--- config.mk ---
export PLATFORM = sky130hd
export DESIGN_NAME = spi_arbiter
export DESIGN_NICKNAME = d
export VERILOG_FILES = /design/src/rtl/spi_arbiter.sv
export SDC_FILE = /design/constraint.sdc
export NUM_CORES = 1
export LEC_CHECK = 0
export CAP_MARGIN = 25
export CORE_MARGIN = 2
export CORE_UTILIZATION = 52
export CTS_CLUSTER_DIAMETER = 120
export CTS_CLUSTER_SIZE = 16
export DETAILED_ROUTE_END_ITERATION = 10
export GPL_TIMING_DRIVEN = 0
export PLACE_DENSITY = 0.89
export SYNTH_ARGS = -nofsm -noshare
export SYNTH_HDL_FRONTEND = slang
export SYNTH_SLANG_ARGS = --single-unit
--- constraint.sdc ---
create_clock -name Clk_i -period 5.5 [get_ports Clk_i]
set_input_delay 0.825 -clock Clk_i [delete_from_list [all_inputs] [get_ports Clk_i]]
set_output_delay 0.825 -clock Clk_i [all_outputs]
set_load 0.005 [all_outputs]
--- src/rtl/spi_arbiter.sv ---
// spi_arbiter: shares one SPI master controller between NREQ requesters.
// A round-robin arbiter picks one pending requester in IDLE. It then strobes
// the master and waits for MReady_i, or for the timeout, and returns a
// one-cycle Ack_o pulse with the received byte and an error flag.
//
// Ports
//   Clk_i, Rst_i        clock, synchronous active-high reset
//   Req_i[NREQ]         level requests, held until Ack_o
//   Ss_i[2*NREQ]        per-requester one-hot slave select (2 bits each)
//   Data_i[8*NREQ]      per-requester byte to transmit
//   Ack_o[NREQ]         one-cycle completion pulse to the granted requester
//   Err_o, Rdata_o      completion status/byte, valid only with Ack_o
//   Busy_o              high whenever the arbiter is not idle
//   MSs_o, MStrobe_o,
//   MToXmit_o           command side of the SPI master controller
//   MReady_i, MRcvd_i   completion side of the SPI master controller
module spi_arbiter #(
  parameter int NREQ    = 4,
  parameter int TIMEOUT = 255,
  parameter int GAP     = 2
) (
  input  logic              Clk_i,
  input  logic              Rst_i,
  input  logic [NREQ-1:0]   Req_i,
  input  logic [2*NREQ-1:0] Ss_i,
  input  logic [8*NREQ-1:0] Data_i,
  output logic [NREQ-1:0]   Ack_o,
  output logic              Err_o,
  output logic [7:0]        Rdata_o,
  output logic              Busy_o,
  output logic [1:0]        MSs_o,
  output logic              MStrobe_o,
  output logic [7:0]        MToXmit_o,
  input  logic              MReady_i,
  input  logic [7:0]        MRcvd_i
);

  localparam int IW = $clog2(NREQ);
  localparam int CW = 16;
  localparam int GW = 4;
  localparam logic [CW-1:0] TO_LAST  = CW'(TIMEOUT - 1);
  localparam logic [GW-1:0] GAP_LAST = GW'(GAP - 1);

  typedef enum logic [2:0] {
    S_IDLE,
    S_STROBE,
    S_WAIT,
    S_DONE,
    S_GAP
  } state_t;

  state_t          state_reg, state_next;
  logic [IW-1:0]   grant_reg, grant_next;
  logic [IW-1:0]   last_grant_reg, last_grant_next;
  logic [1:0]      ss_reg, ss_next;
  logic [7:0]      data_reg, data_next;
  logic            ss_ok_reg, ss_ok_next;
  logic [CW-1:0]   cnt_reg, cnt_next;
  logic [GW-1:0]   gap_cnt_reg, gap_cnt_next;
  logic            err_reg, err_next;
  logic [7:0]      rdata_reg, rdata_next;

  // Per-requester views of the packed select/data buses.
  logic [1:0] ss_arr   [NREQ];
  logic [7:0] data_arr [NREQ];

  for (genvar gi = 0; gi < NREQ; gi++) begin : g_slice
    assign ss_arr[gi]   = Ss_i[2*gi+1 : 2*gi];
    assign data_arr[gi] = Data_i[8*gi+7 : 8*gi];
    assign Ack_o[gi]    = (state_reg == S_DONE) && (grant_reg == IW'(gi));
  end

  // Round-robin search: first requester after last_grant, wrapping at NREQ.
  logic [IW-1:0] win;
  logic [IW-1:0] idx_v;
  logic          found;

  always_comb begin
    win   = '0;
    found = 1'b0;
    idx_v = last_grant_reg;
    for (int i = 0; i < NREQ; i++) begin
      idx_v = (idx_v == IW'(NREQ - 1)) ? '0 : idx_v + 1'b1;
      if (!found && Req_i[idx_v]) begin
        found = 1'b1;
        win   = idx_v;
      end
    end
  end

  always_comb begin
    state_next      = state_reg;
    grant_next      = grant_reg;
    last_grant_next = last_grant_reg;
    ss_next         = ss_reg;
    data_next       = data_reg;
    ss_ok_next      = ss_ok_reg;
    cnt_next        = cnt_reg;
    gap_cnt_next    = gap_cnt_reg;
    err_next        = err_reg;
    rdata_next      = rdata_reg;
    case (state_reg)
      S_IDLE: begin
        if (found) begin
          grant_next = win;
          ss_next    = ss_arr[win];
          data_next  = data_arr[win];
          ss_ok_next = (ss_arr[win] == 2'b01) || (ss_arr[win] == 2'b10);
          state_next = S_STROBE;
        end
      end
      S_STROBE: begin
        // The latched select is judged here: a bad one never reaches the
        // master (strobe and select stay low) and completes with an error.
        cnt_next = '0;
        if (ss_ok_reg) begin
          state_next = S_WAIT;
        end else begin
          err_next   = 1'b1;
          rdata_next = '0;
          state_next = S_DONE;
        end
      end
      S_WAIT: begin
        cnt_next = cnt_reg + 1'b1;
        // Ready is tested first so it wins over a same-cycle timeout.
        if (MReady_i) begin
          rdata_next = MRcvd_i;
          err_next   = 1'b0;
          state_next = S_DONE;
        end else if (cnt_reg == TO_LAST) begin
          rdata_next = '0;
          err_next   = 1'b1;
          state_next = S_DONE;
        end
      end
      S_DONE: begin
        last_grant_next = grant_reg;
        gap_cnt_next    = '0;
        state_next      = (GAP > 0) ? S_GAP : S_IDLE;
      end
      S_GAP: begin
        gap_cnt_next = gap_cnt_reg + 1'b1;
        if (gap_cnt_reg == GAP_LAST) state_next = S_IDLE;
      end
      default: state_next = S_IDLE;
    endcase
  end

  always_ff @(posedge Clk_i) begin
    if (Rst_i) begin
      state_reg      <= S_IDLE;
      grant_reg      <= '0;
      last_grant_reg <= IW'(NREQ - 1);
      ss_reg         <= '0;
      data_reg       <= '0;
      ss_ok_reg      <= 1'b0;
      cnt_reg        <= '0;
      gap_cnt_reg    <= '0;
      err_reg        <= 1'b0;
      rdata_reg      <= '0;
    end else begin
      state_reg      <= state_next;
      grant_reg      <= grant_next;
      last_grant_reg <= last_grant_next;
      ss_reg         <= ss_next;
      data_reg       <= data_next;
      ss_ok_reg      <= ss_ok_next;
      cnt_reg        <= cnt_next;
      gap_cnt_reg    <= gap_cnt_next;
      err_reg        <= err_next;
      rdata_reg      <= rdata_next;
    end
  end

  // Outputs decode directly from registered state, so they are all zero
  // in the cycle after reset.
  logic xfer;
  assign xfer      = ((state_reg == S_STROBE) || (state_reg == S_WAIT)) && ss_ok_reg;
  assign Busy_o    = (state_reg != S_IDLE);
  assign MStrobe_o = (state_reg == S_STROBE) && ss_ok_reg;
  assign MSs_o     = xfer ? ss_reg : 2'b00;
  assign MToXmit_o = xfer ? data_reg : 8'h00;
  assign Err_o     = (state_reg == S_DONE) ? err_reg : 1'b0;
  assign Rdata_o   = (state_reg == S_DONE) ? rdata_reg : 8'h00;

endmodule
==> results of run 1 <==
-- metal layers --
layer  wire length (um)  part of all wire, %  global-route usage [%]
met5                  0                    0                       0
met3                542                  6.3                    4.64
met1               3630                   42                    35.3
met2               4120                   48                    48.1
met4                253                  3.0                    10.7
-- cell type report --
cell class / instances / area, um^2 / share of cell area [%]
multi-input cells: 282 / 1880 / 47.5
flip-flops and latches: 47 / 941 / 23.8
repair buffers: 79 / 791 / 20.0
plain buffers: 27 / 121 / 3.07
well taps: 72 / 90.1 / 2.28
clock buffers: 5 / 68.8 / 1.74
clock inverters: 2 / 37.5 / 0.949
inverters: 7 / 26.3 / 0.664
-- critical path, stage by stage (launching register included) --
cell and delay [ns]:
dfxtp_1 0.32, clkbuf_1 0.25, or3b_2 0.47, clkbuf_1 0.24, nand2_1 0.27, clkbuf_1 0.33
and3_1 0.20, clkdlybuf4s50_1 0.53
-- stage by stage --
step | util (%) | setup WS [ns] | hold WS [ns] | instance area, um^2
2_1_floorplan | - | 2.72 | 0.441 | 2970
3_3_place_gp | 69.9 | 1.98 | 0.470 | 3850
3_5_place_dp | 69.9 | 1.94 | 0.486 | 3850
4_1_cts | 71.8 | 1.79 | 0.499 | 3960
5_1_grt | 71.8 | 1.57 | 0.530 | 3960
6_report | 71.8 | 1.77 | 0.506 | 3960
-- power by group --
| group | internal, uW | switching (uW) | leakage (uW) |
|---|---|---|---|
| Sequential | 404 | 36.7 | 0.000382 |
| Clock | 133 | 116 | 0.0000502 |
| Combinational | 266 | 374 | 0.00107 |
| Total | 803 | 526 | 0.00151 |
-- synthesized netlist by cell type, types with 2 or more instances --
library cell  number
mux2_2            13
nor2_1            41
and3b_1            9
nand2_1           17
dfxtp_1           47
a22oi_1            8
clkbuf_1          20
a311o_1            9
nor3b_1            2
o211ai_1           5
a31oi_1            2
inv_1              7
nand3_1           21
a221o_1            3
nand4b_1           2
buf_6              2
nand4_1            5
nand3b_1           3
a21oi_1           20
a2111oi_0          2
nor3_1             6
o21ai_0           15
mux2i_1            7
o21a_1             5
and3_1            15
a211oi_1          13
or4_1              3
and2_1            10
or2_2              4
nor4_1             2
ha_1               5
buf_2              4
nand2b_1           3
or3_1              3
xor2_1             4
and4_1             3
a311oi_1           3
o211a_1            3
-- worst paths after layout --
| kind | to | depth (start not counted) |
|---|---|---|
| worst max register to register | ss_reg[0]$_SDFFE_PP0P_ | 8 |
| worst min-delay path | err_reg$_SDFFE_PP0P_ | 2 |
| worst max-delay path | MToXmit_o[3] | 7 |
| worst min register to register | err_reg$_SDFFE_PP0P_ | 2 |
-- kinds of logic (layout without fill, tap and decap cells) --
group	Yosys count	in the layout	synth area share, %
buf+inv	34	120	4.97
fa+ha+maj	5	5	2.11
flops	47	47	31.7
xor+xnor	5	5	1.48
compound gates	97	97	23.5
simple gates	154	154	28.2
mux	21	21	8.05
==> flow_summary.ini, run 1 <==
[global_routing]
antenna_found_initial = 0
grt_pass1_wl_um = 14300
track_usage_pct = 28.1
grt_max_degree = 15
grt_pass1_vias = 3092
gr-total-overflow = 0

[synth]
ys_warn_count = 0
synth_top_area_cell = dfxtp_1
async_reset_ff_share_pct = 0
synthFlopType = dfxtp_1
yosysUniqueCellTypes = 55
syn_inst = 363
synth_area_per_cell_um2 = 8.18
ys_ff_latch = 47
synth-edff-count = 0
syn_nets = 423
ys_seq_area_share_pct = 31.7
syn_area_mm2 = 0.00297
synth_top_area_share_pct = 31.7
synth_area_leaders = dfxtp_1 (32%), nor2_1 (5.2%), mux2_2 (4.9%)

[power]
p_leak_uw = 0.00151
powerDensity_mw_per_mm2 = 336
total_power_uw = 1330
peakVddDrop_v = 0.000188

[setup_path]
ff2ff_setup_slack_ns = 2.64
critPathKind = flop to primary output
crit_required_ns = 4.68
endpoint_kind = primary output
critPathArrivalTime_ns = 2.91
critPathLaunch = state_reg[1]$_SDFFE_PP0P_
regToRegStartpoint = last_grant_reg[0]$_SDFFE_PP1P_
critPathMaxFanout = 10
startpoint_type = flop

[cts]
clkLatencyLatePin_ns = 0.30
cts_root_buffer = clkbuf_8
numCtsBuffers = 5
cts_resized = 0
clk_path_buf_depth = 2
cts_setup_buffers = 0
cts.sinks = 47
htree_levels = 2
cts_tree = built
ctsHoldBuffers = 0
clkTransAtPathRegs_ns = 0.09

[cells_and_area]
area.growth.synth_to_final_pct = 33.3
fin_nets = 509
final_cell_mix = clkdlybuf4s50_1 (79), dfxtp_1 (47), nor2_1 (41)
diodes = 0
fill_cells = 436
layout_commonest_cell = clkdlybuf4s50_1
final_cells = 521
largest_reg_flops = 16
drive_gt1_share_pct = 7.80

[detailed_routing]
wl_per_cell_um = 16.4
drc_errors = 0
drt-pass1-iter-count = 5
via_count = 3236
drt_wl_total_um = 8540
ant_nets = 0
viasPerCell = 6.21
drtIter0Drc = 215

[timing]
fin_crit_ns = 3.73
tns_ns = 0
timing.final.crit_share_pct = 67.9
hold_viol_final = 0
rsz0062_at_grt = false
worstMarginPinSlew_ns = 0.592
fin_skew_ns = 0.00517
report.final.slew_viol_count = 0
fmax_mhz = 268
setup_viol_count_final = 0
slew_headroom_pct = 60.4

[hold_path]
min_from = err_reg$_SDFFE_PP0P_
min_path_type = flop to flop

[placed_design]
io_buffers = 79
post-dp-hpwl_um = 6470
gp_congestion = 0.887
place_inst = 514

[floorplan]
die_h_um = 79.5
rows = 27
core_mm2 = 0.00551
boundaryPins = 80
die_area_mm2 = 0.00633
start_util_pct = 53.9
die_w_um = 79.5

[job]
drv_cap = 0

[outcome]
outcome = finished clean
No activity file was read; power rests on OpenSTA's default activity.
==> run 2: changes to the inputs <==
--- a/config.mk
+++ b/config.mk
@@ -7,12 +7,12 @@
 export LEC_CHECK = 0
 export CAP_MARGIN = 25
 export CORE_MARGIN = 2
-export CORE_UTILIZATION = 52
+export CORE_UTILIZATION = 44
 export CTS_CLUSTER_DIAMETER = 120
 export CTS_CLUSTER_SIZE = 16
 export DETAILED_ROUTE_END_ITERATION = 10
 export GPL_TIMING_DRIVEN = 0
-export PLACE_DENSITY = 0.89
+export PLACE_DENSITY = 0.81
 export SYNTH_ARGS = -nofsm -noshare
 export SYNTH_HDL_FRONTEND = slang
 export SYNTH_SLANG_ARGS = --single-unit
==> constraint.sdc (replaced) <==
create_clock -name Clk_i -period 3.3 [get_ports Clk_i]
set_input_delay 0.495 -clock Clk_i [delete_from_list [all_inputs] [get_ports Clk_i]]
set_output_delay 0.495 -clock Clk_i [all_outputs]
set_load 0.005 [all_outputs]
==> flow_summary.ini, run 2 (synthesis gave the netlist of run 1 again) <==
[placed_design]
io_buffers = 79
place_inst = 519
gp_congestion = 0.871
place_area_mm2 = 0.00385
post-dp-hpwl_um = 6390

[detailed_routing]
drc_errors = 0
via_count = 3162
viasPerCell = 6.01
ant_nets = 0
drtIter0Drc = 225
drt-pass1-iter-count = 4
drt_wl_total_um = 8370
wl_per_cell_um = 15.9

[timing]
fin_skew_ns = 0.00403
fin_crit_ns = 3.11
setup_viol_count_final = 0
worstMarginPinSlew_ns = 0.670
slew_headroom_pct = 55.2
fmax_mhz = 322
rsz0062_at_grt = false
timing.final.crit_share_pct = 94.1
report.final.slew_viol_count = 0
hold_viol_final = 0
tns_ns = 0

[power]
total_power_uw = 2170
powerDensity_mw_per_mm2 = 549
peakVddDrop_v = 0.000242
switching_power_uw = 864
pwr-share-clk_pct = 17.5
sw_frac_of_total_pct = 39.8
seqPwrFrac_pct = 33.9
p_leak_uw = 0.00151
internal_power_uw = 1310
combPwrFrac_pct = 48.6

[cts]
clk_path_buf_depth = 2
cts_setup_buffers = 0
numCtsBuffers = 5
clkTransAtPathRegs_ns = 0.08
cts.sinks = 47
cts_root_buffer = clkbuf_8
cts_tree = built
clkLatencyLatePin_ns = 0.30
htree_levels = 2

[floorplan]
die_h_um = 86.1
rows = 29
die_area_mm2 = 0.00742
die_w_um = 86.1
start_util_pct = 46.2
boundaryPins = 80
core_mm2 = 0.00642

[cells_and_area]
multi_input_area_mm2 = 0.00188
fin_nets = 508
drive_gt1_share_pct = 8.02
largest_reg_flops = 16
final_cells = 526
final_cell_mix = clkdlybuf4s50_1 (79), dfxtp_1 (47), nor2_1 (41)
fill_cells = 583
diodes = 0
layout_commonest_cell = clkdlybuf4s50_1
area.growth.synth_to_final_pct = 33.2
regArea_um2 = 941
design_area_mm2 = 0.00395

[global_routing]
track_usage_pct = 23.3
grt_pass1_wl_um = 13900
antenna_found_initial = 0
gr-total-overflow = 0
grt_max_degree = 16
grt_pass1_vias = 2990

[setup_path]
critPathBufInv = 3
crit_slowest_cell = clkdlybuf4s50_1
endpoint_kind = primary output
crit_required_ns = 2.80
critPathArrivalTime_ns = 2.61
startpoint_type = flop
regToRegStartpoint = last_grant_reg[0]$_SDFFE_PP1P_
max_stage_delay_ns = 0.51
crit_path_cell_trace = clkbuf_1, or3b_2, clkbuf_1, nand2_2, and3_1, clkdlybuf4s50_1
reg2regPathDepth = 8
ff2ff_setup_slack_ns = 0.42
r2r_end = data_reg[3]$_SDFFE_PP0P_
crit_family = buffers and inverters
critPathKind = flop to primary output
cp_common_cell = clkbuf_1
critPathMaxFanout = 15

[hold_path]
min_from = cnt_reg[7]$_SDFFE_PP0N_
hold_depth = 2
hold-path-endpoint = cnt_reg[7]$_SDFFE_PP0N_
min_path_type = flop to flop

[job]
drv_cap = 0

[outcome]
outcome = finished clean
==> run 2: cell count changes in the layout (fill, tap and decap cells not counted), sizes merged <==
cell | before | now
bufinv | 1 | 0
clkinvlp | 1 | 0
clkbuf | 25 | 27
==> run 2: layer usage <==
metal  GRT usage (%)  routed length, um  vias up
met1            30.4               3730     1507
li1                -                  -     1537
met3            4.72                462       19
met5               0                  0        -
met4            7.65                197        0
met2            38.5               3980       99
==> run 2: worst min-delay path: stages, from the launching register on <==
cell and delay [ns]:
dfxtp_1 0.34, o21ai_0 0.07, a21oi_1 0.06
==> run 2: power by group through the flow <==
| stage | sequential, uW | clock [uW] | combinational (uW) |
|---|---|---|---|
| floorplan | 726 | 0 | 726 |
| global placement | 740 | 0 | 1020 |
| detailed placement | 747 | 0 | 1040 |
| CTS | 734 | 389 | 1040 |
| global route | 750 | 414 | 1150 |
| finish | 735 | 381 | 1050 |
==> run 2: how the worst max path moves through the flow <==
stage / slack, ns / endpoint / start / depth (start not counted)
3_3_place_gp: 0.11 / data_reg[4]$_SDFFE_PP0P_ / Req_i[1] / 8
2_1_floorplan: 0.73 / data_reg[0]$_SDFFE_PP0P_ / last_grant_reg[0]$_SDFFE_PP1P_ / 8
4_1_cts: 0.07 / MToXmit_o[0] / state_reg[1]$_SDFFE_PP0P_ / 6
6_report: 0.19 / MToXmit_o[3] / state_reg[1]$_SDFFE_PP0P_ / 6
5_1_grt: 0.05 / Ack_o[2] / state_reg[1]$_SDFFE_PP0P_ / 7
3_5_place_dp: 0.008 / data_reg[3]$_SDFFE_PP0P_ / Req_i[1] / 8
==> run 2: metrics by stage <==
step	util, %	worst slack, ns	hold slack (ns)
2_1_floorplan	-	0.732	0.441
3_3_place_gp	60.0	0.107	0.480
3_5_place_dp	60.0	0.00767	0.492
4_1_cts	61.5	0.0742	0.508
5_1_grt	61.6	0.0457	0.533
6_report	61.6	0.194	0.507
==> run 2: what timing repair did <==
action | 4_1_cts | 5_1_grt
resized for setup | 0 | 1
endpoints found under the setup margin | 10 | 10
hold buffers | 0 | 0
==> run 2: cell type report <==
type | instances | share of cell area, %
multi-input combinational | 282 | 47.6
sequential | 47 | 23.8
timing repair buffer | 79 | 20.0
buffer | 26 | 2.97
clock buffer | 8 | 2.53
tap | 77 | 2.44
inverter | 7 | 0.665
